**config.mk**
```make
export PLATFORM = sky130hd
export DESIGN_NAME = regfile_wb_arbiter_flat
export DESIGN_NICKNAME = d
export VERILOG_FILES = /design/src/rtl/regfile_wb_arbiter_if.sv /design/src/rtl/regfile_wb_arbiter.sv /design/src/flat_wrapper.sv
export SDC_FILE = /design/constraint.sdc
export NUM_CORES = 1
export LEC_CHECK = 0
export ABC_CLOCK_PERIOD_IN_PS = 3200
export BUFFER_PORTS_ARGS = -buffer_cell sky130_fd_sc_hd__buf_4
export CAP_MARGIN = 40
export CORE_MARGIN = 2
export CORE_UTILIZATION = 45
export DETAILED_ROUTE_END_ITERATION = 7
export GPL_TIMING_DRIVEN = 0
export MAX_ROUTING_LAYER = met4
export PLACE_DENSITY = 0.77
export SLEW_MARGIN = 20
export SYNTH_ARGS = -nofsm -noshare
export SYNTH_HDL_FRONTEND = slang
export SYNTH_SLANG_ARGS = --single-unit
```
**constraint.sdc**
```tcl
create_clock -name clk -period 3.2 [get_ports clk]
set_input_delay 0.16 -clock clk [delete_from_list [all_inputs] [get_ports clk]]
set_output_delay 0.16 -clock clk [all_outputs]
set_load 0.03 [all_outputs]
```
**src/rtl/regfile_wb_arbiter_if.sv**
```systemverilog
// Writeback bus between the execute/memory units, the issue stage and the register file write port.
// The arbiter sits on the slave side; sources, issue logic and the register file sit on the master side.
interface regfile_wb_arbiter_if #(
   parameter int NUM_SRC  = 3,
   parameter int XLEN     = 32,
   parameter int REG_ID_W = 5
);
   logic [NUM_SRC-1:0]          src_valid;
   logic [NUM_SRC-1:0]          src_ready;
   logic [NUM_SRC*REG_ID_W-1:0] src_rd;
   logic [NUM_SRC*XLEN-1:0]     src_data;
   logic                        claim_valid;
   logic [REG_ID_W-1:0]         claim_rd;
   logic [REG_ID_W-1:0]         query_rs1;
   logic [REG_ID_W-1:0]         query_rs2;
   logic                        rs1_busy;
   logic                        rs2_busy;
   logic                        wr_en;
   logic [REG_ID_W-1:0]         wr_id;
   logic [XLEN-1:0]             wr_data;

   modport master (
      output src_valid, src_rd, src_data, claim_valid, claim_rd, query_rs1, query_rs2,
      input  src_ready, rs1_busy, rs2_busy, wr_en, wr_id, wr_data
   );

   modport slave (
      input  src_valid, src_rd, src_data, claim_valid, claim_rd, query_rs1, query_rs2,
      output src_ready, rs1_busy, rs2_busy, wr_en, wr_id, wr_data
   );
endinterface

```
**src/rtl/regfile_wb_arbiter.sv**
```systemverilog
// Round-robin arbiter sharing the register file write port among NUM_SRC writeback sources,
// with a registered write stage and a pending-write scoreboard for RAW hazard queries.
module regfile_wb_arbiter #(
   parameter int NUM_SRC  = 3,
   parameter int XLEN     = 32,
   parameter int REG_ID_W = 5
) (
   input logic                 clk,
   input logic                 rst,
   regfile_wb_arbiter_if.slave bus
);
   localparam int               PTR_W    = $clog2(NUM_SRC);
   localparam int               NUM_REGS = 1 << REG_ID_W;
   localparam logic [PTR_W-1:0] LAST_SRC = PTR_W'(NUM_SRC - 1);

   logic [PTR_W-1:0]    last_grant;
   logic [PTR_W-1:0]    grant_idx;
   logic [PTR_W:0]      cand;
   logic [NUM_SRC-1:0]  grant_oh;
   logic                grant_any;
   logic                handshake;
   logic [REG_ID_W-1:0] sel_rd;
   logic [XLEN-1:0]     sel_data;
   logic                wr_en_q;
   logic [REG_ID_W-1:0] wr_id_q;
   logic [XLEN-1:0]     wr_data_q;
   logic [NUM_REGS-1:0] busy;
   logic [NUM_REGS-1:0] busy_next;

   // Search starts just past the last winner and wraps, so a waiting source is served within NUM_SRC cycles.
   always_comb begin
      grant_oh  = '0;
      grant_idx = last_grant;
      grant_any = 1'b0;
      cand      = '0;
      for (int k = 1; k <= NUM_SRC; k++) begin
         cand = {1'b0, last_grant} + (PTR_W+1)'(k);
         if (cand >= (PTR_W+1)'(NUM_SRC)) begin
            cand = cand - (PTR_W+1)'(NUM_SRC);
         end
         if (!grant_any && bus.src_valid[cand[PTR_W-1:0]]) begin
            grant_any = 1'b1;
            grant_idx = cand[PTR_W-1:0];
         end
      end
      if (grant_any) begin
         grant_oh[grant_idx] = 1'b1;
      end
   end

   always_comb begin
      sel_rd   = '0;
      sel_data = '0;
      for (int i = 0; i < NUM_SRC; i++) begin
         if (grant_oh[i]) begin
            sel_rd   = bus.src_rd[i*REG_ID_W +: REG_ID_W];
            sel_data = bus.src_data[i*XLEN +: XLEN];
         end
      end
   end

   assign handshake     = grant_any && !rst;
   assign bus.src_ready = rst ? '0 : grant_oh;

   // Writes to x0 complete the handshake but never reach the register file; id/data hold otherwise.
   always_ff @(posedge clk or posedge rst) begin
      if (rst) begin
         last_grant <= LAST_SRC;
         wr_en_q    <= 1'b0;
         wr_id_q    <= '0;
         wr_data_q  <= '0;
      end else begin
         wr_en_q <= handshake && (sel_rd != '0);
         if (handshake) begin
            last_grant <= grant_idx;
            if (sel_rd != '0) begin
               wr_id_q   <= sel_rd;
               wr_data_q <= sel_data;
            end
         end
      end
   end

   // A claim is applied after the clear so a newer producer on the same register keeps it busy.
   always_comb begin
      busy_next = busy;
      if (wr_en_q) begin
         busy_next[wr_id_q] = 1'b0;
      end
      if (bus.claim_valid && (bus.claim_rd != '0)) begin
         busy_next[bus.claim_rd] = 1'b1;
      end
      busy_next[0] = 1'b0;
   end

   always_ff @(posedge clk or posedge rst) begin
      if (rst) begin
         busy <= '0;
      end else begin
         busy <= busy_next;
      end
   end

   assign bus.rs1_busy = busy[bus.query_rs1] && !(wr_en_q && (wr_id_q == bus.query_rs1));
   assign bus.rs2_busy = busy[bus.query_rs2] && !(wr_en_q && (wr_id_q == bus.query_rs2));
   assign bus.wr_en    = wr_en_q;
   assign bus.wr_id    = wr_id_q;
   assign bus.wr_data  = wr_data_q;
endmodule
```
**src/flat_wrapper.sv**
```systemverilog
// flat-port wrapper written by rule: the top's interface ports become plain ports
module regfile_wb_arbiter_flat 
#(
   parameter int NUM_SRC  = 3,
   parameter int XLEN     = 32,
   parameter int REG_ID_W = 5
)
  (clk, rst, bus_src_valid, bus_src_rd, bus_src_data, bus_claim_valid, bus_claim_rd, bus_query_rs1, bus_query_rs2, bus_src_ready, bus_rs1_busy, bus_rs2_busy, bus_wr_en, bus_wr_id, bus_wr_data);
  regfile_wb_arbiter_if #(.NUM_SRC(NUM_SRC), .XLEN(XLEN), .REG_ID_W(REG_ID_W)) bus_i ();
  input logic clk;
  input logic rst;
  input wire logic [$bits(bus_i.src_valid)-1:0] bus_src_valid;
  input wire logic [$bits(bus_i.src_rd)-1:0] bus_src_rd;
  input wire logic [$bits(bus_i.src_data)-1:0] bus_src_data;
  input wire logic [$bits(bus_i.claim_valid)-1:0] bus_claim_valid;
  input wire logic [$bits(bus_i.claim_rd)-1:0] bus_claim_rd;
  input wire logic [$bits(bus_i.query_rs1)-1:0] bus_query_rs1;
  input wire logic [$bits(bus_i.query_rs2)-1:0] bus_query_rs2;
  output wire logic [$bits(bus_i.src_ready)-1:0] bus_src_ready;
  output wire logic [$bits(bus_i.rs1_busy)-1:0] bus_rs1_busy;
  output wire logic [$bits(bus_i.rs2_busy)-1:0] bus_rs2_busy;
  output wire logic [$bits(bus_i.wr_en)-1:0] bus_wr_en;
  output wire logic [$bits(bus_i.wr_id)-1:0] bus_wr_id;
  output wire logic [$bits(bus_i.wr_data)-1:0] bus_wr_data;
  assign bus_i.src_valid = bus_src_valid;
  assign bus_i.src_rd = bus_src_rd;
  assign bus_i.src_data = bus_src_data;
  assign bus_i.claim_valid = bus_claim_valid;
  assign bus_i.claim_rd = bus_claim_rd;
  assign bus_i.query_rs1 = bus_query_rs1;
  assign bus_i.query_rs2 = bus_query_rs2;
  assign bus_src_ready = bus_i.src_ready;
  assign bus_rs1_busy = bus_i.rs1_busy;
  assign bus_rs2_busy = bus_i.rs2_busy;
  assign bus_wr_en = bus_i.wr_en;
  assign bus_wr_id = bus_i.wr_id;
  assign bus_wr_data = bus_i.wr_data;
  regfile_wb_arbiter #(.NUM_SRC(NUM_SRC), .XLEN(XLEN), .REG_ID_W(REG_ID_W)) u_core (.clk(clk), .rst(rst), .bus(bus_i));
endmodule
```
* Yosys cells after proc, flatten, opt, wreduce, memory -nomap -nowiden *
Index checks and enable logic that the tools add are counted.

cells by class
  muxes and demuxes = 35
  add/sub/neg operators = 6
  bitwise logic cells = 3
  $lt $le $gt $ge = 14
  eq/ne operators = 2
  reduce and logical (&&, ||, !) cells = 20

operators with widths
  kind                 number
  $mux 32              5
  $and 32x32->32       1
  $not 32->32          1
  $or 32x32->32        1
  $lt 5x6->1 const B   4
  $mux 5               3
  $logic_and 1x1->1    12
  $lt 2x3->1 const B   4
  $mux 2               6
  $mux 1               11
  $bmux 1 s5           2
  $demux 1 s5          2
  $eq 5x5->1           2
  $ge 5x1->1 const B   2
  $reduce_bool 5->1    2
  $ge 3x2->1 const B   3
  $add 2x2->3 const B  2
  $bmux 1 s2           3
  $mux 3               2
  $sub 2x2->2 const B  3
  $logic_not 1->1      5
  $add 2x1->3 const B  1
  $demux 1 s2          1
  $ge 2x1->1 const B   1
  $reduce_and 2->1     1

storage, ports and cells
  output and inout bits = 43
  bits in registers = 71
  input port bits = 132
  logic and storage cells = 85

* Depth between registers and ports, before layout *
  word-level depth = 22
  depth in mapped cells = 12
  mapped depth without buffers = 9

* Least setup slack after synthesis *
No wires, ideal clock.

  path kind = register to register
  start point = reg u_core.last_grant[1]
  end point = reg u_core.wr_data_q[10] (netlist: u_core.bus.wr_data[10])
  cell stages (with the launch flop) = 12
  setup slack = 211 ps
  library setup time = 125 ps
  path buffers = 3
  period minus slack after synthesis = 2,989 ps
  data arrival time = 2,864 ps
  data required time = 3,075 ps
  path through = dfstp_2 inv_1 ha_1 buf_4 nor2_1 o21a_1 or3_4 a221oi_4 o211a_1 buf_6 buf_6 mux2_4

on the way
  cells in the longest elaborated chain, start to end = 22
  elaborated cells between the ends (all ways) = 43
  those cells by class = add/sub: 6; order compare: 5; mux: 24; reduce/logical: 8

ends and longest elaborated chain
  item                                                            line                                                RTL
  start, declared                                                 regfile_wb_arbiter.sv:16                            logic [PTR_W-1:0] last_grant;
  start signal, assigned                                          regfile_wb_arbiter.sv:75                            last_grant <= grant_idx;
  $add 2x1->3                                                     regfile_wb_arbiter.sv:37                            cand = {1'b0, last_grant} + (PTR_W+1)'(k);
  $ge 3x2->1 or $sub 2x2->2 (tied branches)                       regfile_wb_arbiter.sv:38, regfile_wb_arbiter.sv:39
  $mux 2                                                          regfile_wb_arbiter.sv:38                            if (cand >= (PTR_W+1)'(NUM_SRC)) begin
  $bmux 1 s2                                                      regfile_wb_arbiter.sv:41                            if (!grant_any && bus.src_valid[cand[PTR_W-1:0]]) begin
  $mux 1 (not written as such)                                    regfile_wb_arbiter.sv:41
  $mux 1                                                          regfile_wb_arbiter.sv:41
  $logic_not 1->1                                                 regfile_wb_arbiter.sv:41
  $logic_and 1x1->1                                               regfile_wb_arbiter.sv:41
  [4 not listed]                                                  n/a
  $lt 2x3->1 (not written as such) or $ge 2x1->1 (tied branches)  regfile_wb_arbiter.sv:47                            grant_oh[grant_idx] = 1'b1;
  $logic_and 1x1->1 (not written as such)                         regfile_wb_arbiter.sv:47
  $mux 1 (not written as such)                                    regfile_wb_arbiter.sv:47
  $demux 1 s2                                                     n/a
  $mux 3                                                          regfile_wb_arbiter.sv:46                            if (grant_any) begin
  $mux 5 (3 in a row)                                             regfile_wb_arbiter.sv:55                            if (grant_oh[i]) begin
  $reduce_bool 5->1                                               regfile_wb_arbiter.sv:76                            if (sel_rd != '0) begin
  $reduce_and 2->1 (no line)                                      n/a
  end signal, assigned                                            regfile_wb_arbiter.sv:78                            wr_data_q <= sel_data;
  end, declared                                                   regfile_wb_arbiter.sv:26                            logic [XLEN-1:0] wr_data_q;

Parallel ways exist; a longest one is shown, timed or not. The select of a mux whose other input is x is not followed.
A chain may end at the register's enable or synchronous reset.

* Worst setup path after layout *
  start point = reg u_core.last_grant[1]
  end point = reg u_core.wr_data_q[7] (netlist: u_core.bus.wr_data[7])

The elaborated chain is that of the path after synthesis.

==> reports/summary.md <==
The part of the Yosys area used for sequential elements came out at 39.1%. The proportion of layout cells with a drive suffix above 1 works out to 49.4%. The power density of the placed cells is 1200 nW/µm². The maximum buffer depth of the clock tree was 2. The worst vdd rail ir drop is 775 µV. A synthesized cell averages 11.5 µm².

The floorplan has 36 rows. The run gives 12.5 ps as the final worst clock skew. The arrival time at the worst endpoint is 3460 ps, and the setup violation total in the final timing report is 33.

For this block, the initial DRC count from the detailed router was 206. The synthesis-to-layout area growth came out at 45.3%. By startpoint and endpoint, the worst setup path is classified as reg2reg. The flow ran to the end, but the final reports show violations. Yosys mapped a number of flops with a built-in enable equal to 0.

Global routing used 40.8% of the available met2 tracks. Counting every instance in the synthesized netlist gives 394. After detailed routing, the average wire length per cell comes to 19.0 µm. The tree built by TritonCTS fans out to 71 sinks. For the pin with the worst max-slew slack, the measured transition is 731 ps. The cell type group with the largest total delay on the critical path is compound AO/OA/AOI/OAI gates. Synthesis inferred 71 register bits.

The number of antenna violations at the first check in global routing came out at 0. The setup slack of the critical path after layout came out at -37.1 ps. The worst hold path begins at bus_src_rd[11].

The tools report the number of maximum-capacitance constraint violations as 0. The overall routing resource usage is 25.9%, and the via count of the first global-routing pass is 4,331. Counting I/O delays and the setup requirement, the final critical path takes 3240 ps.

The DRC violations left is 0. The congestion estimate from routability-driven global placement came to 0.940. The leakage power of the design was 2.90 nW. The detail route stage leaves a number of antenna-violating nets equal to 0. The worst hold path was traced through 3 stages. The number of distinct standard cells referenced by the synthesized netlist is 41.

The core region is 9770 µm². The final reports fail on negative setup slack. The final layout contains routed wiring with a total length of 13,900 µm. Timing analysis after detailed placement gives a worst setup slack of -121 ps. The critical path crosses 13 cells after its start point. The die covers 10,900 µm². The top cell types in the final layout, fill and taps aside, are sky130_fd_sc_hd__buf_4 (186), sky130_fd_sc_hd__dfrtp_1 (69), sky130_fd_sc_hd__o21ai_0 (65). Entering global routing, the biggest net connects 39 pins.

For this run, the number of Yosys warnings is 0. For this configuration, the core starts out at a cell density of 46.5%. For the placed instance area, the log shows 6010 µm². On the critical path, the stage with the largest delay is an instance of sky130_fd_sc_hd__dfstp_2.

In the synthesized netlist the async set-or-reset flop fraction comes to 100%. For the worst setup slack for register-to-register paths, the log shows -40 ps. Leaving out fill and tap cells, the most frequent cell in the layout is sky130_fd_sc_hd__buf_4. Total count of max-transition violations in the final report: 0.

The floorplan die height is 104 µm, and the insertion delay to the later sink of the worst-skew pair is 350 ps. The H-tree generated during clock tree synthesis spans 3 levels. The net total in the final layout was 732; the detail-routed via count per cell was 5.72. In this run the tool buffered the top-level ports with 170 buffer cells.

The largest stage delay on the critical path was 540 ps; the maximum operating frequency was 309 MHz. The met1 usage is 32.4%. The final hold violation count came out at 0. The final worst-path cycle share was 101%; the number of buffer and inverter stages on the critical path was 5.

Setup repair after global routing could not meet its margin everywhere. Die boundary width: 104 µm. For this run, the detailed router's first-pass iteration total came to 5. The predominant post-synthesis flop cell is sky130_fd_sc_hd__dfrtp_1.

The tools report the global-route track usage on met3 as 5.70%. In this run the critical register-to-register path is captured at u_core.bus.wr_data[7]$_DFFE_PP0P_. The logs give 175 for the I/O pin count and 6600 µm² for the design area. Detailed routing inserted a total of 4,202 vias. Global routing finished with a remaining overflow of 0. The tree is rooted in a sky130_fd_sc_hd__clkbuf_8. The completed layout was analyzed and its total power is 7.95 mW. The worst hold path belongs to the class in2reg. The depth of the worst register-to-register path was 13.

Traced cell by cell, the critical path runs through inv_2 > ha_4 > buf_6 > nor2_4 > o21a_1 > or3_4 > a221oi_4 > buf_4 > nand3_2 > o211a_1 > buf_12 > clkbuf_16 > mux2_4. The tools report the startpoint of the worst register-to-register path as u_core.last_grant[1]$_DFFE_PP1P_. Kind of end point of the critical path: a flop. TritonCTS built the clock tree.

Hold path endpoint: u_core.bus.wr_id[1]$_DFFE_PP0P_. The global-route wire length before repair was 21,800 µm; the critical path required time was 3430 ps. 0 antenna diodes ended up in the layout. The area of the mapped netlist is 4540 µm². The worst setup path is launched from a flop. For the number of fill cells in the layout, the log shows 726.

The worst hold margin came out at 128 ps. Summed over all nets, the half-perimeter wirelength after detailed placement is 9960 µm. The peak fanout along the critical path is 8.

The global routing stage identified its most utilized layer as met2. Setup total negative slack on the finished layout was measured at -605 ps. The total nets after synthesis was 529; the number of CTS-inserted buffers was 9. The clock-pin transition on the worst setup and hold timing paths was 80 ps; the relative slew slack was 51.2%.
[cell usage after synthesis, types with 9 or more instances]
| master | n | share of area, % |
|---|---|---|
| sky130_fd_sc_hd__dfrtp_1 | 70 | 39 |
| sky130_fd_sc_hd__o21ai_0 | 65 | 7.2 |
| sky130_fd_sc_hd__mux2i_1 | 42 | 9.3 |
| sky130_fd_sc_hd__o2bb2ai_1 | 37 | 7.1 |
| sky130_fd_sc_hd__mux2_4 | 26 | 8.6 |
| sky130_fd_sc_hd__mux4_2 | 18 | 8.9 |
| sky130_fd_sc_hd__nand2_1 | 14 | 1.2 |
| sky130_fd_sc_hd__clkbuf_1 | 12 | 0.99 |
| sky130_fd_sc_hd__nand3_1 | 10 | 1.1 |
| sky130_fd_sc_hd__nand3b_1 | 9 | 1.5 |
[worst max-delay path by stage]
| stage | startpoint | to | slack [ps] |
|---|---|---|---|
| floorplan | u_core.last_grant[1]$_DFFE_PP1P_ | u_core.bus.wr_data[10]$_DFFE_PP0P_ | 210 |
| global placement | u_core.last_grant[1]$_DFFE_PP1P_ | u_core.bus.wr_data[1]$_DFFE_PP0P_ | -80 |
| detailed placement | u_core.last_grant[1]$_DFFE_PP1P_ | u_core.bus.wr_data[1]$_DFFE_PP0P_ | -120 |
| CTS | u_core.last_grant[1]$_DFFE_PP1P_ | u_core.bus.wr_data[14]$_DFFE_PP0P_ | 4 |
| global route | u_core.last_grant[1]$_DFFE_PP1P_ | u_core.bus.wr_data[6]$_DFFE_PP0P_ | -130 |
| finish | u_core.last_grant[1]$_DFFE_PP1P_ | u_core.bus.wr_data[7]$_DFFE_PP0P_ | -40 |
[per-layer routing]
metal,wire length [µm],up-vias
met4,394,0
met5,0,-
met2,6910,200
met1,5640,2050
li1,-,1920
met3,987,32
[flip-flops by register name, summed over array words and instances (netlist names)]
signal,count
u_core.bus.wr_id,5
u_core.busy,31
u_core.bus.wr_en,1
u_core.last_grant,2
u_core.bus.wr_data,32
[area by class of cell]
cell class | count | area [µm²] | share of cell area [%]
well taps | 133 | 166 | 2.52
repair buffers | 192 | 1510 | 22.8
flip-flops and latches | 71 | 1780 | 27.0
plain buffers | 25 | 205 | 3.11
multi-input cells | 290 | 2700 | 40.9
inverters | 8 | 32.5 | 0.493
clock buffers | 9 | 124 | 1.88
clock inverters | 6 | 86.3 | 1.31
[worst min-delay path, stage by stage]
cell and delay [ps]:
sky130_fd_sc_hd__buf_4 80, sky130_fd_sc_hd__a21oi_1 60, sky130_fd_sc_hd__mux2i_1 120
[power breakdown]
group / internal [mW] / switching, mW / leakage [nW]
combinational: 2.75 / 2.73 / 1.99
sequential: 1.35 / 0.326 / 0.802
clock: 0.433 / 0.348 / 0.105
[what timing repair did]
action / in CTS / in global routing
hold buffers: 1 / 0
gates resized for setup: 19 / 32
hold endpoints to repair: 32 / 0
setup buffers: 11 / 6
setup endpoints to repair: 38 / 39
cloned: 0 / 2
pin swaps: 4 / 7
[logic make-up after synthesis]
family          after synthesis  share of synthesized area (%)
compound gates              122                           17.9
xor+xnor                     10                           1.93
buf+inv                      33                           3.69
mux                          97                           29.5
flops                        71                           39.1
simple gates                 58                           7.05
fa+ha+maj                     3                          0.827
[stage by stage]
stage / std cells / util (%)
finish: 734 / 67.5
global route: 734 / 67.5
CTS: 725 / 65.3
detailed placement: 698 / 61.5
global placement: 697 / 61.2
floorplan: 394 / -
(Power assumes the default switching activity.)
